$ cat config.mk
export PLATFORM = sky130hd
export DESIGN_NAME = character_ctl_flat
export DESIGN_NICKNAME = d
export VERILOG_FILES = /design/src/rtl/character_ctl_if.sv /design/src/rtl/character_ctl.sv /design/src/flat_wrapper.sv
export SDC_FILE = /design/constraint.sdc
export NUM_CORES = 1
export LEC_CHECK = 0
export ABC_AREA = 1
export BUFFER_PORTS_ARGS = -buffer_cell sky130_fd_sc_hd__buf_2
export CAP_MARGIN = 15
export CORE_MARGIN = 10
export CORE_UTILIZATION = 45
export CTS_CLUSTER_SIZE = 25
export DETAILED_ROUTE_END_ITERATION = 10
export PLACE_DENSITY = 0.69
export REMOVE_ABC_BUFFERS = 1
export SLEW_MARGIN = 25
export SYNTH_ARGS = -nofsm -noshare
export SYNTH_HDL_FRONTEND = slang
export SYNTH_SLANG_ARGS = --single-unit
$ cat constraint.sdc
create_clock -name clk -period 2.9 [get_ports clk]
set_input_delay 0.58 -clock clk [delete_from_list [all_inputs] [get_ports clk]]
set_output_delay 0.58 -clock clk [all_outputs]
set_load 0.01 [all_outputs]
$ cat src/rtl/character_ctl_if.sv
// Character controller bus: per-frame control inputs from the game side and
// the registered sprite position/state returned to the draw stage.
interface character_ctl_if;
    logic        module_en;
    logic        frame_tick;
    logic        jump_btn;
    logic        left_btn;
    logic        right_btn;
    logic [10:0] xpos;
    logic [10:0] ypos;
    logic        airborne;
    logic [1:0]  state;

    modport master (
        output module_en, frame_tick, jump_btn, left_btn, right_btn,
        input  xpos, ypos, airborne, state
    );

    modport slave (
        input  module_en, frame_tick, jump_btn, left_btn, right_btn,
        output xpos, ypos, airborne, state
    );
endinterface

$ cat src/rtl/character_ctl.sv
// Character sprite motion controller: samples buttons once per frame and runs
// a jump/fall state machine with integer gravity and clamped horizontal moves.
module character_ctl #(
    parameter int X_INIT   = 375,
    parameter int X_MIN    = 0,
    parameter int X_MAX    = 650,
    parameter int Y_GROUND = 400,
    parameter int Y_MIN    = 0,
    parameter int H_STEP   = 4,
    parameter int JUMP_V   = 20,
    parameter int GRAVITY  = 1,
    parameter int V_MAX    = 16
) (
    input  logic          clk,
    input  logic          rst,
    character_ctl_if.slave bus
);

    typedef enum logic [1:0] {
        IDLE    = 2'b00,
        GROUND  = 2'b01,
        ASCEND  = 2'b10,
        DESCEND = 2'b11
    } state_t;

    // All position math is carried in 12-bit signed so underflow below zero is visible
    localparam logic signed [11:0] X_INIT_S   = signed'(12'(X_INIT));
    localparam logic signed [11:0] X_MIN_S    = signed'(12'(X_MIN));
    localparam logic signed [11:0] X_MAX_S    = signed'(12'(X_MAX));
    localparam logic signed [11:0] Y_GROUND_S = signed'(12'(Y_GROUND));
    localparam logic signed [11:0] Y_MIN_S    = signed'(12'(Y_MIN));
    localparam logic signed [11:0] H_STEP_S   = signed'(12'(H_STEP));
    localparam logic signed [11:0] JUMP_V_S   = signed'(12'(JUMP_V));
    localparam logic [7:0]         JUMP_V8    = 8'(JUMP_V);
    localparam logic [7:0]         GRAV8      = 8'(GRAVITY);
    localparam logic [7:0]         VMAX8      = 8'(V_MAX);

    function automatic logic signed [11:0] clamp12(input logic signed [11:0] v,
                                                   input logic signed [11:0] lo,
                                                   input logic signed [11:0] hi);
        if (v < lo) return lo;
        if (v > hi) return hi;
        return v;
    endfunction

    // Falling speed gains gravity but never exceeds terminal velocity
    function automatic logic [7:0] vel_up(input logic [7:0] v);
        logic [8:0] s;
        s = {1'b0, v} + {1'b0, GRAV8};
        if (s > {1'b0, VMAX8}) return VMAX8;
        return s[7:0];
    endfunction

    // Rising speed loses gravity and bottoms out at zero
    function automatic logic [7:0] vel_down(input logic [7:0] v);
        if (v <= GRAV8) return 8'd0;
        return v - GRAV8;
    endfunction

    state_t      state_q, state_n;
    logic [10:0] x_q, x_n;
    logic [10:0] y_q, y_n;
    logic [7:0]  vel_q, vel_n;
    logic        pend_q, pend_n;
    logic        jump_prev_q;
    logic        air_q, air_n;

    logic               jump_edge;
    logic               jump_req;
    logic signed [11:0] x_s, y_s, vel_s;
    logic signed [11:0] x_move;
    logic signed [11:0] y_tmp;
    logic [7:0]         v_new;

    // Registered state, positions, speed, pending jump and button history
    always_ff @(posedge clk or negedge rst) begin
        if (!rst) begin
            state_q     <= IDLE;
            x_q         <= X_INIT_S[10:0];
            y_q         <= Y_GROUND_S[10:0];
            vel_q       <= 8'd0;
            pend_q      <= 1'b0;
            jump_prev_q <= 1'b0;
            air_q       <= 1'b0;
        end else begin
            state_q     <= state_n;
            x_q         <= x_n;
            y_q         <= y_n;
            vel_q       <= vel_n;
            pend_q      <= pend_n;
            jump_prev_q <= bus.jump_btn;
            air_q       <= air_n;
        end
    end

    // Next-state, motion and jump-request logic
    always_comb begin
        state_n = state_q;
        x_n     = x_q;
        y_n     = y_q;
        vel_n   = vel_q;
        v_new   = 8'd0;
        y_tmp   = 12'sd0;

        x_s   = signed'({1'b0, x_q});
        y_s   = signed'({1'b0, y_q});
        vel_s = signed'({4'b0, vel_q});

        // Edges while in the air are dropped so a held or mashed button cannot queue a jump
        jump_edge = bus.jump_btn & ~jump_prev_q;
        jump_req  = pend_q | (jump_edge & ~(state_q == ASCEND || state_q == DESCEND));
        pend_n    = bus.frame_tick ? 1'b0 : jump_req;

        x_move = x_s;
        if (bus.left_btn && !bus.right_btn)
            x_move = clamp12(x_s - H_STEP_S, X_MIN_S, X_MAX_S);
        else if (bus.right_btn && !bus.left_btn)
            x_move = clamp12(x_s + H_STEP_S, X_MIN_S, X_MAX_S);

        unique case (state_q)
            IDLE: state_n = GROUND;
            GROUND: begin
                if (bus.frame_tick) begin
                    x_n = x_move[10:0];
                    if (jump_req) begin
                        y_tmp   = clamp12(Y_GROUND_S - JUMP_V_S, Y_MIN_S, Y_GROUND_S);
                        y_n     = y_tmp[10:0];
                        vel_n   = JUMP_V8 - GRAV8;
                        state_n = ASCEND;
                    end
                end
            end
            ASCEND: begin
                if (bus.frame_tick) begin
                    x_n   = x_move[10:0];
                    y_tmp = y_s - vel_s;
                    if (y_tmp < Y_MIN_S) begin
                        y_n     = Y_MIN_S[10:0];
                        vel_n   = 8'd0;
                        state_n = DESCEND;
                    end else begin
                        y_n   = y_tmp[10:0];
                        vel_n = vel_down(vel_q);
                        if (vel_q <= GRAV8) state_n = DESCEND;
                    end
                end
            end
            DESCEND: begin
                if (bus.frame_tick) begin
                    x_n   = x_move[10:0];
                    v_new = vel_up(vel_q);
                    y_tmp = y_s + signed'({4'b0, v_new});
                    if (y_tmp >= Y_GROUND_S) begin
                        y_n     = Y_GROUND_S[10:0];
                        vel_n   = 8'd0;
                        state_n = GROUND;
                    end else begin
                        y_n   = y_tmp[10:0];
                        vel_n = v_new;
                    end
                end
            end
        endcase

        // Disabling the game parks the character regardless of any tick
        if (!bus.module_en) begin
            state_n = IDLE;
            x_n     = X_INIT_S[10:0];
            y_n     = Y_GROUND_S[10:0];
            vel_n   = 8'd0;
            pend_n  = 1'b0;
        end

        air_n = (state_n == ASCEND) || (state_n == DESCEND);
    end

    assign bus.xpos     = x_q;
    assign bus.ypos     = y_q;
    assign bus.airborne = air_q;
    assign bus.state    = state_q;

endmodule
$ cat src/flat_wrapper.sv
// flat-port wrapper written by rule: the top's interface ports become plain ports
module character_ctl_flat 
#(
    parameter int X_INIT   = 375,
    parameter int X_MIN    = 0,
    parameter int X_MAX    = 650,
    parameter int Y_GROUND = 400,
    parameter int Y_MIN    = 0,
    parameter int H_STEP   = 4,
    parameter int JUMP_V   = 20,
    parameter int GRAVITY  = 1,
    parameter int V_MAX    = 16
)
  (clk, rst, bus_module_en, bus_frame_tick, bus_jump_btn, bus_left_btn, bus_right_btn, bus_xpos, bus_ypos, bus_airborne, bus_state);
  character_ctl_if bus_i ();
  input  logic clk;
  input  logic rst;
  input wire logic [$bits(bus_i.module_en)-1:0] bus_module_en;
  input wire logic [$bits(bus_i.frame_tick)-1:0] bus_frame_tick;
  input wire logic [$bits(bus_i.jump_btn)-1:0] bus_jump_btn;
  input wire logic [$bits(bus_i.left_btn)-1:0] bus_left_btn;
  input wire logic [$bits(bus_i.right_btn)-1:0] bus_right_btn;
  output wire logic [$bits(bus_i.xpos)-1:0] bus_xpos;
  output wire logic [$bits(bus_i.ypos)-1:0] bus_ypos;
  output wire logic [$bits(bus_i.airborne)-1:0] bus_airborne;
  output wire logic [$bits(bus_i.state)-1:0] bus_state;
  assign bus_i.module_en = bus_module_en;
  assign bus_i.frame_tick = bus_frame_tick;
  assign bus_i.jump_btn = bus_jump_btn;
  assign bus_i.left_btn = bus_left_btn;
  assign bus_i.right_btn = bus_right_btn;
  assign bus_xpos = bus_i.xpos;
  assign bus_ypos = bus_i.ypos;
  assign bus_airborne = bus_i.airborne;
  assign bus_state = bus_i.state;
  character_ctl #(.X_INIT(X_INIT), .X_MIN(X_MIN), .X_MAX(X_MAX), .Y_GROUND(Y_GROUND), .Y_MIN(Y_MIN), .H_STEP(H_STEP), .JUMP_V(JUMP_V), .GRAVITY(GRAVITY), .V_MAX(V_MAX)) u_core (.clk(clk), .rst(rst), .bus(bus_i));
endmodule
# --- Yosys cells after proc, flatten, opt, wreduce, memory -nomap -nowiden ---
# Cells that the tools add are included.
# W data, S select, Z words.
classes:
  add_sub_neg: 6
  order_cmp: 8
  eq_ne: 13
  n_mux: 65
  n_bitwise: 5
  n_reduce_logical: 10
ops:
  columns: ["cell", "count"]
  rows:
  - ["$mux W11", 20]
  - ["$mux W8", 13]
  - ["$lt A12 B1 Y1 const B", 3]
  - ["$pmux W11 S3", 1]
  - ["$gt A12 B11 Y1 const B", 2]
  - ["$pmux W8 S3", 1]
  - ["$mux W1", 21]
  - ["$mux W2", 8]
  - ["$add A11 B3 Y12 const B", 1]
  - ["$add A11 B8 Y12", 1]
  - ["$ge A12 B10 Y1 const B", 1]
  - ["$sub A11 B3 Y12 const B", 1]
  - ["$sub A11 B8 Y12", 1]
  - ["$add A8 B1 Y9 const B", 1]
  - ["$gt A9 B5 Y1 const B", 1]
  - ["$ne A3 B3 Y1 const B", 3]
  - ["$eq A2 B2 Y1 const B", 4]
  - ["$le A8 B1 Y1 const B", 1]
  - ["$pmux W2 S4", 1]
  - ["$sub A8 B1 Y8 const B", 1]
  - ["$reduce_and A5 Y1", 1]
  - ["$ne A4 B1 Y1 const B", 1]
  - ["$ne A3 B1 Y1 const B", 1]
  - ["$ne A3 B2 Y1 const B", 1]
  - ["other kinds (12)", 17]
totals:
  reg_bits: 35
  out_inout_bits: 25

# --- Longest topological paths before layout ---
# Gate-level depths: netlist of the first run.
logic_depth:
  depth_word: 16
  depth_mapped: 27
  depth_no_buf: 26

# --- Worst setup path after synthesis of the first run ---
# No wires, ideal clock.
synth_path:
  path_type: "register -> register"
  from: "register u_core.vel_q[0]"
  to: "register u_core.vel_q[4]"
  setup_ns: 0.116
  t_arrival_ns: 3.039
  t_required_ns: 2.784
  slack_ns: -0.255
  stages_incl_launch_ff: 26
  path_buffers: 1
  synth_period_minus_slack_ns: 3.155
  path_cell_list: "dfrtp_1 > ha_1 > nand3_2 > nand2_1 > nor2_1 > nor2_1 > nor2_4 > nand2_1 > nor2_1 > ha_1 > inv_1 > fa_1 > inv_1 > nand3_2 > a21oi_4 > nand2_2 > nand2_2 > nand2_2 > xor2_1 > nand3_2 > nand2_4 > buf_6 > nand2_1 > nand2_1 > nand2_1 > nand2_1"
synth_via:
  elab_chain_cells: 14
synth_rtl:
  columns: ["element", "line", "text"]
  rows:
  - ["start: declaration", "character_ctl.sv:63", "logic [7:0] vel_q, vel_n;"]
  - ["start signal: assignment", "character_ctl.sv:89", "vel_q <= vel_n;"]
  - ["$add A8 B1 Y9", "character_ctl.sv:49", "s = {1'b0, v} + {1'b0, GRAV8};"]
  - ["$gt A9 B5 Y1", "character_ctl.sv:50", "if (s > {1'b0, VMAX8}) return VMAX8;"]
  - ["$mux W1", "character_ctl.sv:50", null]
  - ["$mux W1", "character_ctl.sv:149", "if (bus.frame_tick) begin"]
  - ["$mux W1", "character_ctl.sv:120", "unique case (state_q)"]
  - ["$mux W8", "character_ctl.sv:51", "return s[7:0];"]
  - ["$mux W8", "character_ctl.sv:149", null]
  - ["$mux W8", "character_ctl.sv:120", null]
  - ["$add A11 B8 Y12", "character_ctl.sv:152", "y_tmp = y_s + signed'({4'b0, v_new});"]
  - ["$ge A12 B10 Y1", "character_ctl.sv:153", "if (y_tmp >= Y_GROUND_S) begin"]
  - ["$mux W8", "character_ctl.sv:153", null]
  - ["$mux W8", "character_ctl.sv:149", null]
  - ["$pmux W8 S3 *", "character_ctl.sv:120", null]
  - ["$mux W8 *", "character_ctl.sv:166", "if (!bus.module_en) begin"]
# Mark *: on every way between the ends. The rest lies on a longest branch, timed or not. The select of a mux whose other input is x is not followed.
# A chain may end at the register's enable or synchronous reset.

# --- Final worst setup path of the first run ---
layout_path:
  from: "register u_core.vel_q[0]"
  to: "register u_core.y_q[3], in the netlist u_core.bus.ypos[3]"
layout_via:
  elab_chain_cells: 14
layout_rtl:
  columns: ["element", "line", "text"]
  rows:
  - ["$add A8 B1 Y9", "character_ctl.sv:49", null]
  - ["$gt A9 B5 Y1", "character_ctl.sv:50", null]
  - ["$mux W1", "character_ctl.sv:50", null]
  - ["$mux W1", "character_ctl.sv:149", null]
  - ["$mux W1", "character_ctl.sv:120", null]
  - ["$mux W8", "character_ctl.sv:51", null]
  - ["$mux W8", "character_ctl.sv:149", null]
  - ["$mux W8", "character_ctl.sv:120", null]
  - ["$add A11 B8 Y12", "character_ctl.sv:152", null]
  - ["$ge A12 B10 Y1", "character_ctl.sv:153", null]
  - ["$mux W11", "character_ctl.sv:153", null]
  - ["$mux W11", "character_ctl.sv:149", null]
  - ["$pmux W11 S3 *", "character_ctl.sv:120", null]
  - ["$mux W11 *", "character_ctl.sv:166", null]
  - ["end signal: assignment", "character_ctl.sv:80", "y_q <= Y_GROUND_S[10:0];"]
  - ["end signal: assignment", "character_ctl.sv:88", "y_q <= y_n;"]
  - ["end: declaration", "character_ctl.sv:62", "logic [10:0] y_q, y_n;"]
# Marked as above.

==> impl_metrics.csv, run 1 <==
group,metric,value,unit
grt,grt_max_degree,36,
yosys,synth-main-ff-cell,"sky130_fd_sc_hd__dfrtp_1",
sta,drv_slew,0,
hold_path,hold_path.class,"primary input to asynchronous set/reset pin",
grt,grtUsageTotal,16.7,%
drt,route.detailed.drc,0,
power,power_frac_clock,17.5,%
placed_design,numPortBuffers,31,
final_layout,final_nets,600,
floorplanning,die-area,11400,sq um
worst_setup_path,crit_required,3.14,ns
yosys,synthesis.instances,499,
run_status,violations,"setup timing",
final_layout,multi_input_comb_area,2350,sq um
yosys,seq_area_frac_synth,26.2,%
power,pleak,2.11,nW
sta,worst-slew-pin-transition,0.813,ns
worst_setup_path,worst_setup_path_start_kind,"flop",
run_status,outcome,"complete, but fails checks",
worst_setup_path,endpoint_kind,"flop",
placed_design,placed_cells_incl_taps,651,
sta,final_critical_path_setup_slack,-0.203,ns
power,combinationalPowerShare,53.3,%
power,netSwitchingPower,0.899,mW
grt,first_global_vias,3395,
yosys,asyncSetResetFlopFracSynth,100,%
placed_design,hpwl,7310,microns
yosys,synth_cell_types,44,
final_layout,layout-area-overhead-vs-synth,23.3,%
grt,grt_first_pass_wirelength,16000,microns
power,power.internal,1.14,mW
yosys,synth_largest_type_area_fraction,18.5,%
sta,hold-worst-slack,0.378,ns
drt,m1WireLength,4040,microns
clock_network,clockRootBuffer,"sky130_fd_sc_hd__clkbuf_8",
power,power.ir.vdd_worst,268,uV
sta,final-setup-viol-count,16,
drt,drtAntennaViolNets,0,
floorplanning,core.rowCount,31,
yosys,synth_area_per_cell,6.79,sq um
final_layout,n_antenna_cell,0,
clock_network,cts.hold.buffers_added,0,
power,cellPowerDensity,488,nW/um^2
placed_design,gp_congestion,0.913,
drt,detail_route.wirelength,9600,microns
run,drv.max_cap_violation_count,0,
worst_setup_path,crit_path_max_fanout,7,
sta,finalClockSkew,0.0170,ns
sta,achievable_clock_frequency,322,MHz
sta,final.period_utilization,107,%
sta,worst_slew_margin_rel,45.8,%
clock_network,clk_transition_reported_paths,0.08,ns
drt,top_signal_layer_used,"met4",
final_layout,finalInstanceArea,4180,sq um
floorplanning,die_outline_height,107,microns
power,seq_power_share,29.2,%
sta,finalCriticalPeriod,3.10,ns
clock_network,tritoncts,"built",
drt,avgRoutedWirePerCell,14.4,microns
drt,detail_route.vias_per_cell,5.26,
clock_network,clock_sinks,35,
yosys,yosys_warnings,0,
worst_setup_path,cp_data_arrival_time,3.34,ns
drt,detail_route.first_pass.iterations,4,
final_layout,ff_latch_area,890,sq um
worst_setup_path,crit_type,"flop to flop",
yosys,synth-edff-count,0,
yosys,mappedNetlistArea,3390,sq um
placed_design,dpl_cell_area,3840,sq um
yosys,post-synth-top-area-cell,"sky130_fd_sc_hd__dfrtp_1",
floorplanning,die_width,107,microns
clock_network,clkLatencyLatePin,0.30,ns
sta,unrepaired_setup_endpoints_after_global_routing,"yes",
yosys,synth_area_leaders,"sky130_fd_sc_hd__dfrtp_1, sky130_fd_sc_hd__nand2_1, sky130_fd_sc_hd__ha_1",
placed_design,detailedPlace.worstSlack,-0.279,ns
clock_network,tritoncts.num_buffers,5,
drt,count_of_vias_placed_by_the_detailed_router,3507,
clock_network,cts_buffer_depth,2,
drt,dr_wl_met2,4850,microns
clock_network,cts.htree.levels,2,
sta,final-hold-violation-count,0,
floorplanning,pin_count,32,
grt,number_of_antenna_violations_at_the_first_check_in_global_routing,0,
floorplanning,start_util,46.4,%
drt,met3RoutedLength,526,microns
grt,gr-total-overflow,0,
yosys,number_of_register_bits_inferred_by_synthesis,35,
drt,drt_iter0_drc,276,
final_layout,instances_no_fill,667,
floorplanning,core_region_area,7290,sq um
final_layout,layout.filler_cells,719,
final_layout,post_route_cells_drive_above_1_share,26.4,%
power,sw_frac_of_total,44.1,%
## cell type report
| class | instances | share of cell area (%) |
|---|---|---|
| multi-input cells | 378 | 56.2 |
| flip-flops and latches | 35 | 21.3 |
| repair buffers | 66 | 10.2 |
| inverters | 81 | 7.28 |
| well taps | 99 | 2.97 |
| clock buffers | 6 | 1.74 |
| clock inverters | 2 | 0.300 |
## synthesized netlist by cell type, types with 3 or more instances
cell	number
sky130_fd_sc_hd__a32oi_1	3
sky130_fd_sc_hd__xor2_1	23
sky130_fd_sc_hd__nand2_1	124
sky130_fd_sc_hd__nor3_1	15
sky130_fd_sc_hd__dfrtp_1	25
sky130_fd_sc_hd__o21bai_1	3
sky130_fd_sc_hd__a21oi_1	24
sky130_fd_sc_hd__ha_1	24
sky130_fd_sc_hd__a31oi_1	4
sky130_fd_sc_hd__xnor2_1	3
sky130_fd_sc_hd__dfstp_2	10
sky130_fd_sc_hd__nand3_2	6
sky130_fd_sc_hd__o211ai_1	3
sky130_fd_sc_hd__clkbuf_1	5
sky130_fd_sc_hd__inv_2	5
sky130_fd_sc_hd__nand2_2	10
sky130_fd_sc_hd__inv_1	75
sky130_fd_sc_hd__nand3_1	28
sky130_fd_sc_hd__nor2_1	48
sky130_fd_sc_hd__o21ai_0	16
sky130_fd_sc_hd__o22ai_1	7
sky130_fd_sc_hd__nand4_1	9
## layer usage
layer | up-vias | GRT usage (%)
met5 | - | 0
met1 | 1644 | 20.0
met4 | 0 | 5.32
met3 | 17 | 2.63
li1 | 1753 | -
met2 | 93 | 29.7
## stage by stage
step                      total power [mW]  TNS [ns]  utilization, %
after floorplan                       1.22     -2.66               -
after CTS                             1.94     -1.49            55.2
after global routing                  2.19     -5.71            57.3
final                                 2.04     -2.72            57.3
after detailed placement              1.54     -3.86            52.6
after global placement                1.52     -2.59            52.6
## timing repair
| action | CTS | global route |
|---|---|---|
| pin swaps | 8 | 17 |
| cloned | 1 | 0 |
| hold endpoints to repair | 0 | 0 |
| endpoints found under the setup margin | 16 | 19 |
| setup buffers | 2 | 5 |
| resized for setup | 20 | 25 |
## path summary, 6_finish.rpt
kind,from,end,slack (ns),depth (start not counted)
max,u_core.vel_q[0],u_core.bus.ypos[3],-0.20,23
min,rst,u_core.bus.xpos[7],0.38,1
max reg2reg,u_core.vel_q[0],u_core.bus.ypos[3],-0.20,23
min reg2reg,u_core.bus.xpos[0],u_core.bus.xpos[0],0.49,2
max in group asynchronous,rst,u_core.vel_q[2],1.97,1
min in group clk,bus_jump_btn,u_core.jump_prev_q,0.40,1
## critical path, cell delays in order (launching register included)
cell and delay (ns):
sky130_fd_sc_hd__dfrtp_1 0.43, sky130_fd_sc_hd__ha_4 0.19, sky130_fd_sc_hd__nand3_4 0.07, sky130_fd_sc_hd__nand2_2 0.07
sky130_fd_sc_hd__nor2_2 0.12, sky130_fd_sc_hd__nor2_2 0.06, sky130_fd_sc_hd__nor2_4 0.09, sky130_fd_sc_hd__nand2_2 0.07
sky130_fd_sc_hd__nor2_4 0.12, sky130_fd_sc_hd__ha_4 0.15, sky130_fd_sc_hd__inv_2 0.04, sky130_fd_sc_hd__fa_2 0.36
sky130_fd_sc_hd__inv_2 0.09, sky130_fd_sc_hd__nand3_4 0.08, sky130_fd_sc_hd__a21oi_4 0.18, sky130_fd_sc_hd__xor2_1 0.23
sky130_fd_sc_hd__nand3_2 0.11, sky130_fd_sc_hd__nand3_2 0.10, sky130_fd_sc_hd__nand3_4 0.13, sky130_fd_sc_hd__nand2_8 0.12
sky130_fd_sc_hd__nand2_2 0.06, sky130_fd_sc_hd__nand2_1 0.07, sky130_fd_sc_hd__nand2_1 0.06, sky130_fd_sc_hd__nand2_1 0.06
## cells by family (layout without fill, tap and decap cells)
kind of cell	after synthesis	in the layout	share of synthesized area [%]
flops	35	35	26.2
buf+inv	88	155	10.2
other cells	1	2	0.111
compound gates	72	72	13.0
simple gates	250	251	33.2
fa+ha+maj	26	26	10.0
xor+xnor	27	27	7.20
## power by group through the flow
stage / clock, mW / combinational [mW] / sequential [mW]
after floorplan: 0 / 0.616 / 0.602
after global placement: 0 / 0.926 / 0.593
after detailed placement: 0 / 0.941 / 0.595
after CTS: 0.357 / 0.998 / 0.588
after global routing: 0.379 / 1.21 / 0.600
final: 0.358 / 1.09 / 0.595
## cell usage in the layout (no fill, tap or decap), drive strengths merged, types with 3 or more instances in the layout
cell,instances
o22ai,7
buf,66
nand3,34
a21oi,25
a32oi,3
dfrtp,25
o21bai,3
xnor2,3
o211ai,3
ha,24
xor2,24
nor2,51
nor3,15
dfstp,10
nand2,136
clkbuf,6
o21ai,18
inv,80
a31oi,4
nand4,11
## flip-flops by register name (all words and copies together), names as in the netlist
signal               cells
u_core.jump_prev_q       1
u_core.vel_q             8
u_core.pend_q            1
u_core.bus.ypos         11
u_core.bus.state         2
u_core.bus.xpos         11
u_core.bus.airborne      1
Power figures use the tool's default switching activity.
==> inputs of run 2 (changes only) <==
--- a/config.mk
+++ b/config.mk
@@ -10,8 +10,9 @@
 export CAP_MARGIN = 15
 export CORE_MARGIN = 10
 export CORE_UTILIZATION = 45
-export CTS_CLUSTER_SIZE = 25
+export CTS_CLUSTER_SIZE = 28
 export DETAILED_ROUTE_END_ITERATION = 10
+export GPL_TIMING_DRIVEN = 0
 export PLACE_DENSITY = 0.69
 export REMOVE_ABC_BUFFERS = 1
 export SLEW_MARGIN = 25
==> run 2 against run 1 <==
Compared with the run above:
- the run still ends with setup timing left
- first-iteration DRC count down 29%
- routed wire length is 1.4% higher
- clock power up 13%
- critical path depth rose by 1
- largest power group unchanged
- highest routed layer unchanged
==> impl_metrics.csv, run 2 (synthesis results as in run 1) <==
group,metric,value,unit
clock_network,clkLatencyLatePin,0.29,ns
worst_setup_path,crit_required,3.13,ns
sta,hold-worst-slack,0.387,ns
floorplanning,die-area,11400,sq um
sta,finalCriticalPeriod,3.19,ns
clock_network,cts_buffer_depth,2,
worst_setup_path,worstReg2RegEnd,"u_core.vel_q[1]",
clock_network,tritoncts,"built",
placed_design,numPortBuffers,31,
worst_setup_path,crit_type,"flop to flop",
drt,detail_route.vias_per_cell,5.30,
grt,grt_first_pass_wirelength,16000,microns
worst_setup_path,crit_start,"u_core.vel_q[1]",
grt,number_of_antenna_violations_at_the_first_check_in_global_routing,0,
final_layout,n_antenna_cell,0,
drt,drt_iter0_drc,196,
worst_setup_path,reg2regPathDepth,24,
final_layout,final_util,57.6,%
worst_setup_path,crit_path_max_fanout,7,
clock_network,clock_sinks,35,
power,power.ir.vdd_worst,246,uV
sta,final_critical_path_setup_slack,-0.288,ns
sta,unrepaired_setup_endpoints_after_global_routing,"yes",
floorplanning,pin_count,32,
power,p_total,2.09,mW
sta,worst-slew-pin-transition,0.842,ns
drt,detail_route.first_pass.iterations,4,
grt,gr-total-overflow,0,
sta,drv_slew,0,
clock_network,clk_transition_reported_paths,0.08,ns
final_layout,layout.filler_cells,706,
sta,achievable_clock_frequency,314,MHz
floorplanning,die_outline_height,107,microns
run,drv.max_cap_violation_count,0,
drt,count_of_vias_placed_by_the_detailed_router,3499,
clock_network,clockRootBuffer,"sky130_fd_sc_hd__clkbuf_8",
floorplanning,die_width,107,microns
sta,final-setup-viol-count,16,
placed_design,hpwl,7040,microns
clock_network,tritoncts.num_buffers,5,
final_layout,post_route_cells_drive_above_1_share,25.8,%
hold_path,hold_path.class,"primary input to asynchronous set/reset pin",
floorplanning,core_region_area,7290,sq um
worst_setup_path,r2r-start,"u_core.vel_q[1]",
drt,detail_route.wirelength,9740,microns
power,pleak,2.08,nW
placed_design,gp_congestion,0.927,
sta,final-hold-violation-count,0,
grt,first_global_vias,3446,
run_status,outcome,"complete, but fails checks",
worst_setup_path,worst_setup_path_start_kind,"flop",
final_layout,final_nets,593,
worst_setup_path,endpoint_kind,"flop",
worst_setup_path,reg2reg_slack,-0.29,ns
drt,route.detailed.drc,0,
grt,grtUsageTotal,16.9,%
clock_network,cts.htree.levels,2,
sta,final.period_utilization,110,%
final_layout,layout-area-overhead-vs-synth,24.0,%
final_layout,layout.cells.most_common,"sky130_fd_sc_hd__nand2_1",
placed_design,detailedPlace.worstSlack,-0.755,ns
worst_setup_path,crit_end,"u_core.vel_q[1]",
power,cellPowerDensity,497,nW/um^2
sta,worst_slew_margin_rel,43.8,%
clock_network,cts.hold.buffers_added,0,
sta,tns,-3.90,ns
drt,avgRoutedWirePerCell,14.8,microns
floorplanning,start_util,46.4,%
run_status,violations,"setup timing",
grt,grt_max_degree,36,
sta,finalClockSkew,0.0131,ns
worst_setup_path,cp_data_arrival_time,3.42,ns
final_layout,layout.cells.most_common_list,"sky130_fd_sc_hd__nand2_1, sky130_fd_sc_hd__inv_1, sky130_fd_sc_hd__nor2_1",
drt,drtAntennaViolNets,0,
floorplanning,core.rowCount,31,
run 2: critical path: stages, from the launching register on:
cell,delay (ns)
sky130_fd_sc_hd__dfrtp_2,0.44
sky130_fd_sc_hd__ha_4,0.18
sky130_fd_sc_hd__nand3_4,0.06
sky130_fd_sc_hd__nand2_2,0.07
sky130_fd_sc_hd__nor2_2,0.13
sky130_fd_sc_hd__nor2_2,0.06
sky130_fd_sc_hd__nor2_4,0.10
sky130_fd_sc_hd__nand2_2,0.07
sky130_fd_sc_hd__nor2_4,0.12
sky130_fd_sc_hd__ha_4,0.16
sky130_fd_sc_hd__inv_2,0.04
sky130_fd_sc_hd__fa_2,0.35
sky130_fd_sc_hd__inv_2,0.09
sky130_fd_sc_hd__nand3_4,0.07
sky130_fd_sc_hd__a21oi_4,0.22
sky130_fd_sc_hd__nand2_2,0.09
sky130_fd_sc_hd__nand2_2,0.08
sky130_fd_sc_hd__nand2_2,0.07
sky130_fd_sc_hd__xor2_2,0.17
sky130_fd_sc_hd__nand3_4,0.18
sky130_fd_sc_hd__nand2_8,0.14
sky130_fd_sc_hd__nand2_1,0.06
sky130_fd_sc_hd__nand2_1,0.06
sky130_fd_sc_hd__nand2_1,0.07
sky130_fd_sc_hd__nand2_1,0.06
run 2: what timing repair did:
item / 4_1_cts / 5_1_grt
setup buffers: 24 / 4
cloned: 1 / 0
resized for setup: 27 / 26
pin swaps: 17 / 21
setup endpoints to repair: 17 / 21
endpoints found under the hold margin: 0 / 0
run 2: final cells by class:
type / instances / area [sq um] / area share [%]
Clock inverter: 1 / 7.51 / 0.179
Sequential cell: 35 / 892 / 21.2
Multi-Input combinational cell: 378 / 2400 / 57.2
Timing Repair Buffer: 59 / 373 / 8.88
Clock buffer: 7 / 96.3 / 2.29
Inverter: 81 / 307 / 7.30
Tap cell: 99 / 124 / 2.95
run 2: how the worst min path moves through the flow:
stage / start / endpoint / slack (ns) / depth (start not counted)
floorplan: rst / u_core.bus.airborne / 0.28 / 0
global placement: u_core.bus.xpos[0] / u_core.bus.xpos[0] / 0.48 / 2
detailed placement: u_core.bus.xpos[0] / u_core.bus.xpos[0] / 0.49 / 2
CTS: bus_jump_btn / u_core.jump_prev_q / 0.42 / 1
global route: bus_jump_btn / u_core.jump_prev_q / 0.41 / 1
finish: rst / u_core.vel_q[1] / 0.39 / 1
run 2: per-stage QoR:
step	cells	cell area [sq um]
after floorplan	493	3350
after global placement	623	3630
after detailed placement	623	3630
after CTS	656	4020
after global routing	660	4200
final	660	4200
run 2: per-layer routing:
layer,GRT usage [%],vias up,part of all wire (%)
li1,-,1736,-
met1,19.1,1669,42
met2,31.2,73,51
met3,2.34,21,3.6
met4,6.19,0,2.6
met5,0,-,0
run 2: where the power goes:
group          switching [mW]  internal, mW  total [mW]
logic                   0.663         0.426        1.09
clock network           0.189         0.216       0.405
registers              0.0589         0.534       0.593
==> inputs of run 3 (changes only) <==
--- a/config.mk
+++ b/config.mk
@@ -13,7 +13,7 @@
 export CTS_CLUSTER_SIZE = 28
 export DETAILED_ROUTE_END_ITERATION = 10
 export GPL_TIMING_DRIVEN = 0
-export PLACE_DENSITY = 0.69
+export PLACE_DENSITY = 0.66
 export REMOVE_ABC_BUFFERS = 1
 export SLEW_MARGIN = 25
 export SYNTH_ARGS = -nofsm -noshare
==> constraint.sdc (replaced) <==
create_clock -name clk -period 3.85 [get_ports clk]
set_input_delay 0.77 -clock clk [delete_from_list [all_inputs] [get_ports clk]]
set_output_delay 0.77 -clock clk [all_outputs]
set_load 0.01 [all_outputs]
==> run 3 against run 2 <==
Compared with the run above:
- the run now ends clean
- critical path depth decreased by 2
- die area stayed put
- sequential share of layout area grew 2.3 points
- final cell count shrank 3.8%
- via count is 2.7% lower
==> impl_metrics.csv, run 3 (synthesis results as in run 1) <==
group,metric,value,unit
clock_network,clk_transition_reported_paths,0.08,ns
worst_setup_path,cp_data_arrival_time,3.72,ns
power,pleak,1.95,nW
worst_setup_path,worst_setup_path_start_kind,"flop",
worst_setup_path,endpoint_kind,"flop",
floorplanning,die_outline_height,107,microns
grt,gr-total-overflow,0,
clock_network,tritoncts,"built",
grt,grt_first_pass_wirelength,15000,microns
floorplanning,core_region_area,7290,sq um
floorplanning,die-area,11400,sq um
clock_network,cts.hold.buffers_added,0,
clock_network,tritoncts.num_buffers,5,
final_layout,n_antenna_cell,0,
placed_design,hpwl,6940,microns
floorplanning,die_width,107,microns
final_layout,multi_input_comb_area,2200,sq um
grt,grtUsageTotal,15.7,%
worst_setup_path,crit_path_max_fanout,7,
sta,achievable_clock_frequency,282,MHz
final_layout,post_route_cells_drive_above_1_share,16.2,%
sta,finalClockSkew,0.0136,ns
sta,finalCriticalPeriod,3.54,ns
grt,number_of_antenna_violations_at_the_first_check_in_global_routing,0,
drt,route.detailed.drc,0,
placed_design,detailedPlace.worstSlack,0.219,ns
final_layout,instances_no_fill,635,
clock_network,clockRootBuffer,"sky130_fd_sc_hd__clkbuf_8",
sta,tns,0,ns
sta,worst_slew_margin_rel,41.2,%
drt,avgRoutedWirePerCell,14.6,microns
drt,detail_route.vias_per_cell,5.36,
run,drv.max_cap_violation_count,0,
sta,worst-slew-pin-transition,0.878,ns
power,power.ir.vdd_worst,220,uV
floorplanning,pin_count,32,
drt,drtAntennaViolNets,0,
sta,final-hold-violation-count,0,
clock_network,cts_buffer_depth,2,
worst_setup_path,crit_required,4.03,ns
drt,count_of_vias_placed_by_the_detailed_router,3405,
grt,first_global_vias,3228,
final_layout,layout.cells.most_common_list,"sky130_fd_sc_hd__nand2_1, sky130_fd_sc_hd__inv_1, sky130_fd_sc_hd__nor2_1",
hold_path,hold_path.class,"flop to flop",
clock_network,clock_sinks,35,
clock_network,clkLatencyLatePin,0.29,ns
run_status,outcome,"finished clean",
final_layout,layout-area-overhead-vs-synth,11.8,%
drt,drt_iter0_drc,200,
final_layout,final_nets,568,
sta,final_critical_path_setup_slack,0.308,ns
grt,grt_max_degree,36,
drt,detail_route.first_pass.iterations,5,
clock_network,cts.htree.levels,2,
floorplanning,core.rowCount,31,
power,cellPowerDensity,371,nW/um^2
sta,final-setup-viol-count,0,
final_layout,layout.cells.most_common,"sky130_fd_sc_hd__nand2_1",
final_layout,ff_latch_area,891,sq um
sta,final.period_utilization,92.0,%
worst_setup_path,crit_type,"flop to flop",
power,p_total,1.41,mW
placed_design,gp_congestion,0.910,
sta,drv_slew,0,
final_layout,layout.filler_cells,789,
drt,detail_route.wirelength,9240,microns
placed_design,placed_cells_incl_taps,623,
placed_design,numPortBuffers,31,
sta,hold-worst-slack,0.490,ns
floorplanning,start_util,46.4,%
[run 3: path summary, 6_finish.rpt]
kind                                     from  depth (start not counted)  slack (ns)                 end
max reg2reg                   u_core.vel_q[1]                         22        0.31     u_core.vel_q[3]
min                        u_core.bus.xpos[0]                          2        0.49  u_core.bus.xpos[0]
min in group asynchronous                 rst                          1        0.56  u_core.bus.ypos[0]
max in group asynchronous                 rst                          1        2.74     u_core.vel_q[0]
min reg2reg                u_core.bus.xpos[0]                          2        0.49  u_core.bus.xpos[0]
max                           u_core.vel_q[1]                         22        0.31     u_core.vel_q[3]
[run 3: cell type report]
class,instances,area share (%)
clock buffers,7,2.28
clock inverters,1,0.132
inverters,81,8.03
multi-input cells,378,58.1
flip-flops and latches,35,23.5
well taps,99,3.27
repair buffers,34,4.69
[run 3: power by group]
group,internal [mW],leakage (nW),switching [mW],total [mW]
Sequential,0.402,0.432,0.0452,0.447
Combinational,0.238,1.47,0.433,0.670
Clock,0.145,0.0482,0.143,0.288
[run 3: metrics by stage]
step           instance area [sq um]  util, %
6_report                        3790     51.9
5_1_grt                         3790     51.9
4_1_cts                         3720     51.0
3_5_place_dp                    3630     49.8
3_3_place_gp                    3630     49.8
2_1_floorplan                   3350        -
[run 3: critical path, cell delays in order (launching register included)]
cell and delay, ns:
sky130_fd_sc_hd__dfrtp_2 0.46, sky130_fd_sc_hd__ha_1 0.23, sky130_fd_sc_hd__nand2_1 0.09, sky130_fd_sc_hd__nand2_2 0.09
sky130_fd_sc_hd__nor2_1 0.13, sky130_fd_sc_hd__nand2_1 0.08, sky130_fd_sc_hd__nand2_2 0.13, sky130_fd_sc_hd__nand2_1 0.07
sky130_fd_sc_hd__nor2_1 0.12, sky130_fd_sc_hd__ha_1 0.21, sky130_fd_sc_hd__inv_1 0.06, sky130_fd_sc_hd__fa_1 0.39
sky130_fd_sc_hd__inv_1 0.11, sky130_fd_sc_hd__nand3_2 0.11, sky130_fd_sc_hd__a21oi_4 0.21, sky130_fd_sc_hd__nand2_2 0.09
sky130_fd_sc_hd__nand2_2 0.07, sky130_fd_sc_hd__nand2_2 0.07, sky130_fd_sc_hd__xor2_2 0.18, sky130_fd_sc_hd__nand3_4 0.16
sky130_fd_sc_hd__nand2_8 0.14, sky130_fd_sc_hd__nand3_1 0.09, sky130_fd_sc_hd__o211ai_1 0.12
[run 3: metal layers]
metal,share of wire [%],track usage [%]
met2,50,27.6
met3,4.6,2.69
met1,44,18.9
met4,1.4,4.84
met5,0,0
[run 3: repair_timing]
action,4_1_cts,5_1_grt
setup endpoints to repair,0,16
resized for setup,0,6
buffers inserted,0,3
hold endpoints to repair,0,0
